[src/rtl/multicycle_sequencer.sv]
// Multi-cycle FETCH/DECODE/EXEC/MEM/WB controller for a LEGv8 core sharing one
// instruction/data memory; req/ack memory handshake with timeout and a retire counter.
module multicycle_sequencer #(
  parameter int MAX_WAIT = 15,
  parameter int COUNT_W  = 32
) (
  input  logic               CLK,
  input  logic               resetl,
  input  logic [10:0]        opcode,
  input  logic               zero,
  input  logic               mem_ack,
  output logic               mem_req,
  output logic               mem_we,
  output logic               iord,
  output logic               ir_write,
  output logic               pc_write,
  output logic               pc_src,
  output logic               reg2loc,
  output logic               alusrc,
  output logic               mem2reg,
  output logic               regwrite,
  output logic [3:0]         aluop,
  output logic [1:0]         signop,
  output logic               fault,
  output logic [2:0]         state,
  output logic [COUNT_W-1:0] instr_count
);

  typedef enum logic [2:0] {
    S_FETCH  = 3'd0,
    S_DECODE = 3'd1,
    S_EXEC   = 3'd2,
    S_MEM    = 3'd3,
    S_WB     = 3'd4,
    S_FAULT  = 3'd7
  } state_e;

  typedef enum logic [3:0] {
    CL_NONE, CL_ADD, CL_SUB, CL_AND, CL_ORR, CL_ADDI, CL_SUBI,
    CL_LDUR, CL_STUR, CL_CBZ, CL_B, CL_UNSUP
  } class_e;

  localparam logic [3:0] ALU_AND   = 4'b0000;
  localparam logic [3:0] ALU_ORR   = 4'b0001;
  localparam logic [3:0] ALU_ADD   = 4'b0010;
  localparam logic [3:0] ALU_SUB   = 4'b0110;
  localparam logic [3:0] ALU_PASSB = 4'b0111;

  localparam logic [1:0] SIGN_B  = 2'b00;
  localparam logic [1:0] SIGN_CB = 2'b01;
  localparam logic [1:0] SIGN_I  = 2'b10;
  localparam logic [1:0] SIGN_D  = 2'b11;

  localparam int              WAIT_W   = (MAX_WAIT < 1) ? 1 : $clog2(MAX_WAIT + 1);
  localparam logic [WAIT_W-1:0] WAIT_LIM = WAIT_W'(MAX_WAIT);

  state_e               state_q, state_d;
  class_e               class_q, class_d;
  logic [WAIT_W-1:0]    wait_cnt_q, wait_cnt_d;
  logic [COUNT_W-1:0]   instr_count_q, instr_count_d;

  class_e               dec_class;
  logic                 cls_reg2loc;
  logic                 cls_alusrc;
  logic [3:0]           cls_aluop;
  logic [1:0]           cls_signop;

  always_comb begin
    dec_class = CL_UNSUP;
    casez (opcode)
      11'b?0?01011???: dec_class = CL_ADD;
      11'b?1?01011???: dec_class = CL_SUB;
      11'b?0001010???: dec_class = CL_AND;
      11'b?0101010???: dec_class = CL_ORR;
      11'b?0?10001???: dec_class = CL_ADDI;
      11'b?1?10001???: dec_class = CL_SUBI;
      11'b??111000010: dec_class = CL_LDUR;
      11'b??111000000: dec_class = CL_STUR;
      11'b?011010????: dec_class = CL_CBZ;
      11'b?00101?????: dec_class = CL_B;
      default:         dec_class = CL_UNSUP;
    endcase
  end

  // Datapath fields of the latched class; shared by EXEC, MEM and WB so they stay stable.
  always_comb begin
    cls_reg2loc = 1'b0;
    cls_alusrc  = 1'b0;
    cls_aluop   = ALU_AND;
    cls_signop  = SIGN_B;
    case (class_q)
      CL_ADD:  cls_aluop = ALU_ADD;
      CL_SUB:  cls_aluop = ALU_SUB;
      CL_AND:  cls_aluop = ALU_AND;
      CL_ORR:  cls_aluop = ALU_ORR;
      CL_ADDI: begin cls_alusrc = 1'b1; cls_signop = SIGN_I; cls_aluop = ALU_ADD; end
      CL_SUBI: begin cls_alusrc = 1'b1; cls_signop = SIGN_I; cls_aluop = ALU_SUB; end
      CL_LDUR: begin cls_alusrc = 1'b1; cls_signop = SIGN_D; cls_aluop = ALU_ADD; end
      CL_STUR: begin
        cls_alusrc  = 1'b1;
        cls_signop  = SIGN_D;
        cls_aluop   = ALU_ADD;
        cls_reg2loc = 1'b1;
      end
      CL_CBZ:  begin cls_reg2loc = 1'b1; cls_aluop = ALU_PASSB; cls_signop = SIGN_CB; end
      default: cls_signop = SIGN_B;
    endcase
  end

  always_comb begin
    // NOTE: every output and next-state value gets a default here so no path infers a latch.
    state_d    = state_q;
    class_d    = class_q;
    wait_cnt_d = '0;
    mem_req    = 1'b0;
    mem_we     = 1'b0;
    iord       = 1'b0;
    ir_write   = 1'b0;
    pc_write   = 1'b0;
    pc_src     = 1'b0;
    reg2loc    = 1'b0;
    alusrc     = 1'b0;
    mem2reg    = 1'b0;
    regwrite   = 1'b0;
    aluop      = '0;
    signop     = '0;

    // Outputs are gated by reset so strobes drop the instant resetl falls.
    if (resetl) begin
      case (state_q)
        S_FETCH: begin
          mem_req = 1'b1;
          if (mem_ack) begin
            ir_write = 1'b1;
            state_d  = S_DECODE;
          end else if (wait_cnt_q == WAIT_LIM) begin
            state_d = S_FAULT;
          end else begin
            wait_cnt_d = wait_cnt_q + 1'b1;
          end
        end

        S_DECODE: begin
          class_d = dec_class;
          state_d = (dec_class == CL_UNSUP) ? S_FAULT : S_EXEC;
        end

        S_EXEC: begin
          reg2loc = cls_reg2loc;
          alusrc  = cls_alusrc;
          aluop   = cls_aluop;
          signop  = cls_signop;
          case (class_q)
            CL_CBZ: begin
              pc_write = 1'b1;
              pc_src   = zero;
              state_d  = S_FETCH;
            end
            CL_B: begin
              pc_write = 1'b1;
              pc_src   = 1'b1;
              state_d  = S_FETCH;
            end
            CL_LDUR, CL_STUR:                          state_d = S_MEM;
            CL_ADD, CL_SUB, CL_AND, CL_ORR,
            CL_ADDI, CL_SUBI:                          state_d = S_WB;
            default:                                   state_d = S_FAULT;
          endcase
        end

        S_MEM: begin
          reg2loc = cls_reg2loc;
          alusrc  = cls_alusrc;
          aluop   = cls_aluop;
          signop  = cls_signop;
          mem_req = 1'b1;
          iord    = 1'b1;
          mem_we  = (class_q == CL_STUR);
          if (mem_ack) begin
            if (class_q == CL_STUR) begin
              pc_write = 1'b1;
              state_d  = S_FETCH;
            end else begin
              state_d = S_WB;
            end
          end else if (wait_cnt_q == WAIT_LIM) begin
            state_d = S_FAULT;
          end else begin
            wait_cnt_d = wait_cnt_q + 1'b1;
          end
        end

        S_WB: begin
          reg2loc  = cls_reg2loc;
          alusrc   = cls_alusrc;
          aluop    = cls_aluop;
          signop   = cls_signop;
          regwrite = 1'b1;
          mem2reg  = (class_q == CL_LDUR);
          pc_write = 1'b1;
          state_d  = S_FETCH;
        end

        S_FAULT: state_d = S_FAULT;
        default: state_d = S_FAULT;
      endcase
    end
  end

  assign instr_count_d = pc_write ? instr_count_q + 1'b1 : instr_count_q;

  always_ff @(posedge CLK or negedge resetl) begin
    // NOTE: sequential state uses non-blocking assignments so all flops update together.
    if (!resetl) begin
      state_q       <= S_FETCH;
      class_q       <= CL_NONE;
      wait_cnt_q    <= '0;
      instr_count_q <= '0;
    end else begin
      state_q       <= state_d;
      class_q       <= class_d;
      wait_cnt_q    <= wait_cnt_d;
      instr_count_q <= instr_count_d;
    end
  end

  assign state       = state_q;
  assign fault       = (state_q == S_FAULT);
  assign instr_count = instr_count_q;

endmodule

[config.mk]
export PLATFORM = sky130hd
export DESIGN_NAME = multicycle_sequencer
export DESIGN_NICKNAME = d
export VERILOG_FILES = /design/src/rtl/multicycle_sequencer.sv
export SDC_FILE = /design/constraint.sdc
export NUM_CORES = 1
export LEC_CHECK = 0
export BUFFER_PORTS_ARGS = -buffer_cell sky130_fd_sc_hd__buf_2
export CORE_ASPECT_RATIO = 0.7
export CORE_MARGIN = 2
export CORE_UTILIZATION = 35
export DETAILED_ROUTE_END_ITERATION = 7
export PLACE_DENSITY_LB_ADDON = 0.05
export SLEW_MARGIN = 10
export SYNTH_ARGS = -nofsm -noshare
export SYNTH_HDL_FRONTEND = slang
export SYNTH_SLANG_ARGS = --single-unit
[constraint.sdc]
create_clock -name CLK -period 2.2 [get_ports CLK]
set_input_delay 0.22 -clock CLK [delete_from_list [all_inputs] [get_ports CLK]]
set_output_delay 0.22 -clock CLK [all_outputs]
set_load 0.005 [all_outputs]
After elaboration in Yosys (flattened, before gate mapping):

Cells that the tools add are included.

* bits in registers: 43
* word-level logic and storage cells: 90
* output and inout port bits: 52
* bits of input ports: 15

* add/sub/neg operators: 2
* multiplexer cells: 45
* equality and inequality tests: 27
* reduce and logical (&&, ||, !) cells: 12

Operators with widths (number)
* $pmux W4 S10: 1
* $add A32 B1 Y32 const B: 1
* $mux W1: 25
* $mux W4: 6
* $eq A4 B4 Y1 const B: 5
* $eq A9 B9 Y1 const B: 2
* $eq A4 B3 Y1 const B: 4
* $mux W3: 5
* $pmux W3 S5: 1
* $eq A6 B5 Y1 const B: 2
* $eq A6 B6 Y1 const B: 2
* $pmux W3 S4: 1
* $reduce_or A2 Y1: 6
* $pmux W3 S3: 1
* $eq A4 B2 Y1 const B: 2
* $reduce_or A4 Y1: 2
* $eq A7 B4 Y1 const B: 1
* $eq A7 B6 Y1 const B: 1
* $eq A3 B2 Y1 const B: 2
* $eq A3 B3 Y1 const B: 2
* $eq A6 B4 Y1 const B: 1
* $pmux W2 S3: 1
* $reduce_or A6 Y1: 1
* $eq A5 B3 Y1 const B: 1
* other kinds (9): 10

Longest topological paths before layout:

* depth in word-level cells: 5
* mapped depth: 7
* gate-level depth less buffers: 6

Worst setup path before layout:

OpenSTA, ideal clock, no wires.

* path kind: register to register
* from: register state_q[2] (netlist: state[2])
* to: register instr_count_q[27] (netlist: instr_count[27])
* clock period less this slack: 1.748 ns
* setup time: 0.123 ns
* stages on the path, launching flop included: 7
* buffers on the path: 1
* path slack: 0.452 ns
* arrival: 1.625 ns
* data required time: 2.077 ns
* path through: dfrtp_1 buf_2 and4bb_1 o2111ai_2 nor4_4 nand4_1 xnor2_1

* cells in the longest elaborated chain, start to end: 3
* elaborated cells on any way between the ends: 5
* classes of those cells: eq/ne: 3; mux: 2

RTL lines
* start: declaration: line 57 `state_e state_q, state_d;`
* start signal: assignment: line 220 `state_q <= state_d;`
* $eq A3 B3 Y1 or $eq A3 B2 Y1 (tied branches): line 130 `case (state_q)`
* $pmux W1 S3 (*): line 130
* $mux W1 (*): line 129 `if (resetl) begin`
* end signal: assignment: line 223 `instr_count_q <= instr_count_d;`
* end: declaration: line 60 `logic [COUNT_W-1:0] instr_count_q, instr_count_d;`

Mark *: on every way between the ends. The rest lies on a longest branch, timed or not.
A chain may end at the register's enable or synchronous reset.

Worst setup path in the final report:

* from: register class_q[1]
* to: output alusrc

* cells in the longest elaborated chain, start to end: 5
* elaborated cells on any way between the ends: 8
* classes of those cells: eq/ne: 4; mux: 3; reduce/logical: 1

RTL lines
* start: declaration: line 58 `class_e class_q, class_d;`
* start signal: assignment: line 221 `class_q <= class_d;`
* $eq A4 B4 Y1 or $eq A4 B3 Y1 (tied branches): line 91 `case (class_q)`
* $reduce_or A4 Y1 (no source line) (*)
* $mux W1 (*): line 91
* $mux W1 (*): line 130
* $mux W1 (*): line 129
* end: declaration: line 19 `output logic alusrc,`

Marked as above.

==> flow_summary_export.csv <==
group,metric,value,unit
worst_setup_path,crit_arrival,1.82,ns
placed_design,port_buffers,64,
worst_setup_path,r2r_end,"instr_count[27]",
yosys,synth.avg_cell_area,9.47,sq um
global_routing,busiest_layer,"met1",
global_routing,use_met3,0.0376,
cells_and_area,seq_area,1080,sq um
yosys,syn-num-nets,286,
floorplan,initial_core_util,0.369,
cells_and_area,final_nets,357,
cells_and_area,nFillCells,690,
status,status,"finished clean",
yosys,yosys_register_bits,43,
routing,drtIter0Drc,75,
worst_setup_path,critPathCaptureType,"primary output",
cells_and_area,diodes,0,
sta,fin_ws,0.164,ns
yosys,ys_seq_area_frac,0.422,
global_routing,use_met2,0.208,
clock_network,htreeDepth,2,
yosys,ys_async_sr_fraction,1.00,
clock_network,holdBufCountCts,1,
sta,setup_violations,0,
floorplan,dieWidth,106,um
sta,max_freq,0.491,GHz
worst_setup_path,critPathLaunchType,"register",
worst_setup_path,reg2reg_from,"instr_count[2]",
clock_network,cts_setup_buffers,0,
placed_design,dp_hpwl,4490,um
sta,finalSetupTns,0,ns
sta,rsz0062_at_grt,"no",
routing,num_vias,2183,
floorplan,fp.dieArea,7990,sq um
hold_path,hold_path_end,"class_q[1]",
routing,wl_per_cell,13.8,um
sta,timing.slew.headroom,0.633,
global_routing,grt_pass1_vias,1894,
clock_network,clk_path_buf_depth,2,
cells_and_area,multi_input_area,1390,sq um
cells_and_area,drive_above_1_share,0.271,
floorplan,chipHeight,75.4,um
routing,drc_errors,0,
hold_path,hold_path.class,"primary input to register",
placed_design,placed_cell_area,3010,sq um
worst_setup_path,path_max_fanout,10,
global_routing,grt_max_degree,45,
pwr,peakVddDrop,277,uV
floorplan,rows,25,
global_routing,grt_overflow,0,
global_routing,antenna_found_initial,0,
clock_network,cts_buffers,5,
yosys,synth_area,2550,sq um
global_routing,grtUsageTotal,0.156,
floorplan,core_area,6910,sq um
yosys,synth_edf_count,0,
worst_setup_path,reg2reg_slack,0.28,ns
routing,dr.pass1.iters,4,
sta,finalHoldViolCount,0,
sta,finalCritPeriodShare,0.926,
yosys,synth_cell_types,61,
routing,vias_per_cell,5.03,
worst_setup_path,crit_type,"register to primary output",
routing,routed_wl,5980,um
worst_setup_path,worstPathRequired,1.98,ns
sta,fin_crit,2.04,ns
clock_network,cts_root_buf,"clkbuf_8",
clock_network,cts_tree,"built",
clock_network,clock_latency,0.29,ns
cells_and_area,fin_area,3120,sq um
yosys,synth_ff_type,"dfrtp_1",
cells_and_area,syn2layout_area_growth,22.5,%
sta,drv_slew,0,
routing,final_antenna_net_count,0,
worst_setup_path,reg2reg_depth,5,
yosys,synthCells,269,
pwr,p_leak,1.53,nW
pwr,total_power,2.60,mW
floorplan,io_pins,67,
sta,skew,0.00682,ns
clock_network,cts.sinks,43,
hold_path,hold_depth,3,
global_routing,grt_pass1_wl,9750,um
clock_network,clkSlewWorstSetupHoldPaths,0.07,ns
placed_design,pre_cts_ws,0.284,ns
hold_path,hp-start,"opcode[9]",
global_routing,grt_util_met1,0.245,
yosys,synth_warnings,0,
sta,tightest_slew,0.551,ns
sta,fin_hold_ws,0.269,ns
run,drv_cap,0,
clock_network,ctsResizeCount,0,
placed_design,place.gp.congestion,0.830,
pwr,p_per_area,832,nW/um^2
[cells in the final DEF (no fill, tap or decap), types with 3 or more instances in the layout]
cell / count
nand2_1: 21
dfrtp_1: 43
nand4_1: 8
buf_2: 64
a21o_1: 4
clkbuf_8: 5
nand2b_1: 5
nor2b_1: 5
and3_1: 8
xnor2_1: 26
o21ai_0: 3
or2_1: 3
nor3b_1: 3
nor3_1: 8
a21oi_1: 13
buf_4: 10
inv_1: 7
nor2_1: 24
xor2_1: 8
nand3_1: 15
[report_power, final]
group | internal [mW] | switching [mW]
Combinational | 0.458 | 0.553
Sequential | 0.880 | 0.116
Clock | 0.333 | 0.258
Total | 1.67 | 0.927
[worst max-delay path by stage]
stage | start | end
4_1_cts | class_q[1] | mem_we
3_5_place_dp | instr_count[2] | instr_count[27]
5_1_grt | class_q[1] | alusrc
3_3_place_gp | instr_count[2] | instr_count[27]
6_report | class_q[1] | alusrc
2_1_floorplan | state[2] | instr_count[27]
[through the flow]
stage                     utilization  cells
after floorplan                     -    269
after global placement          0.435    426
after detailed placement        0.435    426
after CTS                       0.452    434
after global routing            0.452    434
final                           0.452    434
[registers in the layout, indices dropped and copies added (netlist names)]
name / cells
state: 3
instr_count: 32
wait_cnt_q: 4
class_q: 4
[metal layers]
metal  share of wire  up-vias
li1                -     1099
met1            0.56     1028
met2            0.39       54
met3           0.049        2
met4          0.0052        0
met5               0        -
[layout make-up]
type	instances	area share
Multi-Input combinational cell	208	0.446
Clock buffer	6	0.0232
Clock inverter	1	0.00962
Sequential cell	43	0.345
Tap cell	94	0.0377
Inverter	7	0.00842
Timing Repair Buffer	75	0.130
[synth_stat cells (4+ instances only)]
master	count	area share
nand2_1	21	0.031
xnor2_1	26	0.089
inv_1	7	0.010
a21o_1	4	0.012
dfrtp_1	43	0.42
nand2b_1	5	0.012
nand3_1	15	0.029
a21oi_1	13	0.026
and3_1	8	0.020
nor3_1	8	0.016
nor2b_1	5	0.012
nor2_1	24	0.035
xor2_1	8	0.027
clkbuf_1	6	0.0088
nand4_1	8	0.020
[critical path, stage by stage, from the launching register on]
cell and delay (ns):
dfrtp_1 0.43, buf_4 0.19, or2_1 0.28, or2_1 0.29, a21oi_1 0.19, buf_2 0.15
[cell families after synthesis]
group,count (synthesis),synth area share
fa+ha+maj,2,0.00982
flops,43,0.422
compound gates,44,0.123
mux,2,0.00884
other cells,1,0.00147
simple gates,125,0.287
buf+inv,18,0.0309
xor+xnor,34,0.117
No activity file was read; power rests on OpenSTA's default activity.
